## src/rtl/multiword_add_seq.sv

```systemverilog
// Wide add/subtract sequencer: time-multiplexes one external N-bit adder slice
// over WORDS cycles (LSB slice first), chaining each slice's carry into the next.
module multiword_add_seq #(
   parameter int unsigned N     = 8,
   parameter int unsigned WORDS = 4
) (
   input  logic                 clk,
   input  logic                 rst,
   input  logic                 in_valid,
   output logic                 in_ready,
   input  logic [N*WORDS-1:0]   op_a,
   input  logic [N*WORDS-1:0]   op_b,
   input  logic                 op_cin,
   input  logic                 op_sub,
   output logic [N-1:0]         add_a,
   output logic [N-1:0]         add_b,
   output logic                 add_cin,
   input  logic [N-1:0]         add_s,
   input  logic                 add_cout,
   output logic                 out_valid,
   input  logic                 out_ready,
   output logic [N*WORDS-1:0]   sum,
   output logic                 cout,
   output logic                 overflow
);

   localparam int unsigned W  = N * WORDS;
   localparam int unsigned KW = (WORDS > 1) ? $clog2(WORDS) : 1;
   localparam logic [KW-1:0] K_LAST     = KW'(WORDS - 1);
   localparam logic [W-1:0]  SLICE_MASK = W'({N{1'b1}});

   typedef enum logic [1:0] {
      IDLE = 2'd0,
      RUN  = 2'd1,
      DONE = 2'd2
   } state_t;

   state_t          state;
   state_t          state_next;
   logic [KW-1:0]   k;
   logic            carry;
   logic [W-1:0]    a_reg;
   logic [W-1:0]    b_reg;
   logic [31:0]     shamt;
   logic            last_slice;

   assign shamt      = 32'(k) * 32'(N);
   assign last_slice = (k == K_LAST);

   // State register; out_valid is a flop that tracks entry into DONE
   always_ff @(posedge clk or posedge rst) begin
      if (rst) begin
         state     <= IDLE;
         out_valid <= 1'b0;
      end else begin
         state     <= state_next;
         out_valid <= (state_next == DONE);
      end
   end

   // Next-state logic
   always_comb begin
      state_next = state;
      case (state)
         IDLE:    if (in_valid)  state_next = RUN;
         RUN:     if (last_slice) state_next = DONE;
         DONE:    if (out_ready) state_next = IDLE;
         default: state_next = IDLE;
      endcase
   end

   // Outputs: handshake and the adder drive, quiet outside RUN
   always_comb begin
      in_ready = (state == IDLE);
      add_a    = '0;
      add_b    = '0;
      add_cin  = 1'b0;
      if (state == RUN) begin
         add_a   = N'(a_reg >> shamt);
         add_b   = N'(b_reg >> shamt);
         add_cin = carry;
      end
   end

   // Datapath: operand capture, per-slice result/carry writeback, final flags
   always_ff @(posedge clk or posedge rst) begin
      if (rst) begin
         k        <= '0;
         carry    <= 1'b0;
         a_reg    <= '0;
         b_reg    <= '0;
         sum      <= '0;
         cout     <= 1'b0;
         overflow <= 1'b0;
      end else begin
         case (state)
            IDLE: begin
               if (in_valid) begin
                  a_reg <= op_a;
                  b_reg <= op_sub ? ~op_b : op_b;
                  carry <= op_sub | op_cin;
                  k     <= '0;
               end
            end
            RUN: begin
               sum   <= (sum & ~(SLICE_MASK << shamt)) | (W'(add_s) << shamt);
               carry <= add_cout;
               if (last_slice) begin
                  k        <= '0;
                  cout     <= add_cout;
                  // carry into the MSB is a^b^s at that bit
                  overflow <= add_cout ^ (add_a[N-1] ^ add_b[N-1] ^ add_s[N-1]);
               end else begin
                  k <= k + KW'(1);
               end
            end
            default: ;
         endcase
      end
   end

endmodule

```

## config.mk

```make
export PLATFORM = sky130hd
export DESIGN_NAME = multiword_add_seq
export DESIGN_NICKNAME = d
export VERILOG_FILES = /design/src/rtl/multiword_add_seq.sv
export SDC_FILE = /design/constraint.sdc
export NUM_CORES = 1
export LEC_CHECK = 0
export CAP_MARGIN = 40
export CORE_ASPECT_RATIO = 0.7
export CORE_MARGIN = 5
export CORE_UTILIZATION = 55
export DETAILED_ROUTE_END_ITERATION = 7
export DONT_BUFFER_PORTS = 1
export HOLD_SLACK_MARGIN = 0.02
export PLACE_DENSITY = 0.7
export SLEW_MARGIN = 20
export SYNTH_ARGS = -nofsm -noshare
export SYNTH_HDL_FRONTEND = slang
export SYNTH_SLANG_ARGS = --single-unit
```

## constraint.sdc

```tcl
create_clock -name clk -period 4.8 [get_ports clk]
set_input_delay 1.44 -clock clk [delete_from_list [all_inputs] [get_ports clk]]
set_output_delay 1.44 -clock clk [all_outputs]
set_load 0.02 [all_outputs]
```

==> results.txt <==
status - finished clean
Yosys top cell area share - 55.26%
Placeable Area - 8408 µm²
Routed WL - 10,200 µm
#FFs+latches synth - 104
number of flops mapped to enable cells by yosys - 0
H-tree depth - 3
wire per inst - 19.43 µm
M1 WL - 4486 µm
Setup Fix Bufs, Post-CTS - 0
Final min period - 3.786 ns
Tcrit/Tclk final - 78.87%
commonest register cell after synthesis - dfrtp_1
pin count of the biggest net entering global routing - 69
peak supply drop - 0.0003151 V
Ys Warns - 0
Worst path slowest cell - dfrtp_1
Synth Area in Compound Gates - 10.20%
initial core utilization - 56.01%
Num CTS Buffers - 9
post-cts sizing count - 0
DRC - 0
CTS Buffer Depth - 2
Vias - 3,026
# setup viols final - 0
Syn Nets - 507
final worst clock skew - 0.006697 ns
largest family of logic cells by synthesized area - simple AND/OR/NAND/NOR gates
WS Path Type - register to output port
mux share of post-synthesis cell area - 7.970%
CP Launch Type - register
root buf cell - clkbuf_16
cts hold-fix bufs - 0
Synth area leaders - dfrtp_1 (55%), nand2_1 (11%), mux4_2 (7.2%), a22o_1 (6.0%), xnor2_1 (6.0%)
FP Rows - 28
Placement Cell Area - 4795 µm²
Synth Instances - 424
worst min path class - register to register
Synth Area in XOR/XNOR - 6.615%
Yosys cell types - 31
total congestion overflow - 0
Max-slew headroom - 48.96%
CP max FO - 15
actual slew at the worst max-slew pin - 0.7656 ns
CTS Sinks - 104
RSZ-0062 raised after global routing - false
Async S/R FF share, synth - 100.0%
Filler cells - 697
worst-skew pair later-pin latency - 0.34 ns
WL met2 - 4738 µm
max frequency - 264.1 MHz
CTS tree - done
WP buf/inv - 1
worst endpoint required time - 3.36 ns
die area - 10,540 µm²
Worst path max stage delay - 0.84 ns
DRT Pass-1 Iters - 4
I/O Pins - 132
PortBufs - 0
routability cong. - 0.7328
Total Routing Usage GR - 20.34%
Synth Area in Adders - 1.063%
Post-Synth Simple-Gate Area - 15.52%
Final ANT Viol Nets - 0
crit end category - output port
maxcap violations - 0
critical path data arrival time - 2.35 ns
layout net count - 498
share of layout cells above drive strength 1 - 11.19%
most common cell in the netlist - nand2_1
highest metal used - met4
Final HPWL DP - 7229 µm
design area - 5122 µm²
DR vias/cell - 5.764
Die H - 87.42 µm
most frequent cells after synthesis - nand2_1 (134), dfrtp_1 (104), o21ai_0 (36)
initial antenna violation count - 0
Clock Pin Slew Worst Setup and Hold Paths - 0.07 ns
post-synthesis sequential area ratio - 55.26%
number of global-route vias before repair - 3,184
endpoints failing hold - 0
Crit path max-delay family - flip-flops
cell taking the most area after synthesis - dfrtp_1
Pwr per Cell Area - 768.0 nW/µm²
crit-path cells - buf_4 -> mux4_2 -> and2_2
Initial DRC Count - 174
Die W - 120.6 µm
met3 WL - 805 µm
footprint of the multi-input gates - 1957 µm²
area grow syn2layout - 8.767%
synthesized cell area - 4710 µm²
diodes inserted - 0
Final Max Tran Viols - 0
setup TNS - 0 ns
P_leak - 2.350 nW
Synth Area per Inst - 11.11 µm²
first-pass GRT wire length - 16,530 µm
Seq. cell area - 2603 µm²
[logic make-up after synthesis]
logic type	count (synthesis)
buffers and inverters	29
multiplexers	17
adder cells (fa/ha/maj)	4
AND/OR/NAND/NOR	165
flip-flops	104
XOR/XNOR	34
AO/OA/AOI/OAI	71
[final timing paths]
kind	start	endpoint	slack [ns]	cells after the start
setup / recovery	k[0]	add_a[7]	1.01	3
hold / removal	a_reg[21]	a_reg[21]	0.47	2
setup reg to reg	k[0]	cout	2.37	4
hold reg to reg	a_reg[21]	a_reg[21]	0.47	2
max in group asynchronous	rst	b_reg[6]	3.06	2
min in group asynchronous	rst	a_reg[9]	0.99	1
[worst reg2reg max path: stages (launching register included)]
cell	delay [ns]
dfrtp_1	0.84
buf_4	0.36
ha_1	0.23
nand3b_1	0.44
mux2_2	0.44
[per-stage QoR]
step | util, % | setup slack, ns | power [mW] | hold slack (ns) | instances
3_5_place_dp | 57.02 | 1.350 | 3.180 | 0.4570 | 509
2_1_floorplan | - | 0.6278 | 2.858 | 0.4400 | 424
3_3_place_gp | 56.22 | 1.403 | 3.076 | 0.4530 | 506
6_report | 60.92 | 1.014 | 3.934 | 0.4718 | 525
4_1_cts | 60.92 | 0.9820 | 3.977 | 0.4743 | 525
5_1_grt | 60.92 | 0.9084 | 4.195 | 0.5007 | 525
[layer usage]
| metal | vias up | global-route usage, % |
|---|---|---|
| met5 | - | 0 |
| met4 | 0 | 5.864 |
| met3 | 17 | 7.987 |
| met2 | 99 | 31.42 |
| met1 | 1499 | 27.02 |
| li1 | 1411 | - |
[where the power goes]
part	internal (mW)	switching, mW	leakage [nW]
logic	0.625	0.750	0.902
clock network	0.462	0.325	0.157
registers	1.29	0.479	1.29
total	2.38	1.55	2.35
[cells in the final DEF, fill, tap and decap left out]
master	n
a22o_1	32
and2_1	16
and2_2	1
and2b_1	1
buf_12	2
buf_16	1
buf_4	3
bufinv_16	2
clkbuf_16	9
clkinv_4	2
clkinvlp_4	1
dfrtp_1	104
ha_1	4
inv_1	1
inv_2	1
inv_4	1
inv_6	2
mux2_2	1
mux4_1	1
mux4_2	15
nand2_1	134
nand2b_1	2
nand3_1	3
nand3b_1	1
nor2_1	1
nor3_2	2
nor3_4	2
nor3b_4	1
o21ai_0	36
o21ai_1	1
o31ai_1	2
or3b_4	1
xnor2_1	32
xnor3_1	1
xor2_1	1
[final cells by class]
cell class                      instances  share of cell area, %
Sequential cell                       104                  50.81
Multi-Input combinational cell        291                  38.20
Clock buffer                            9                  4.397
Tap cell                              105                  2.565
Clock inverter                          7                  2.003
Timing Repair Buffer                    6                  1.759
Inverter                                3                 0.2687
(Power assumes the default switching activity.)
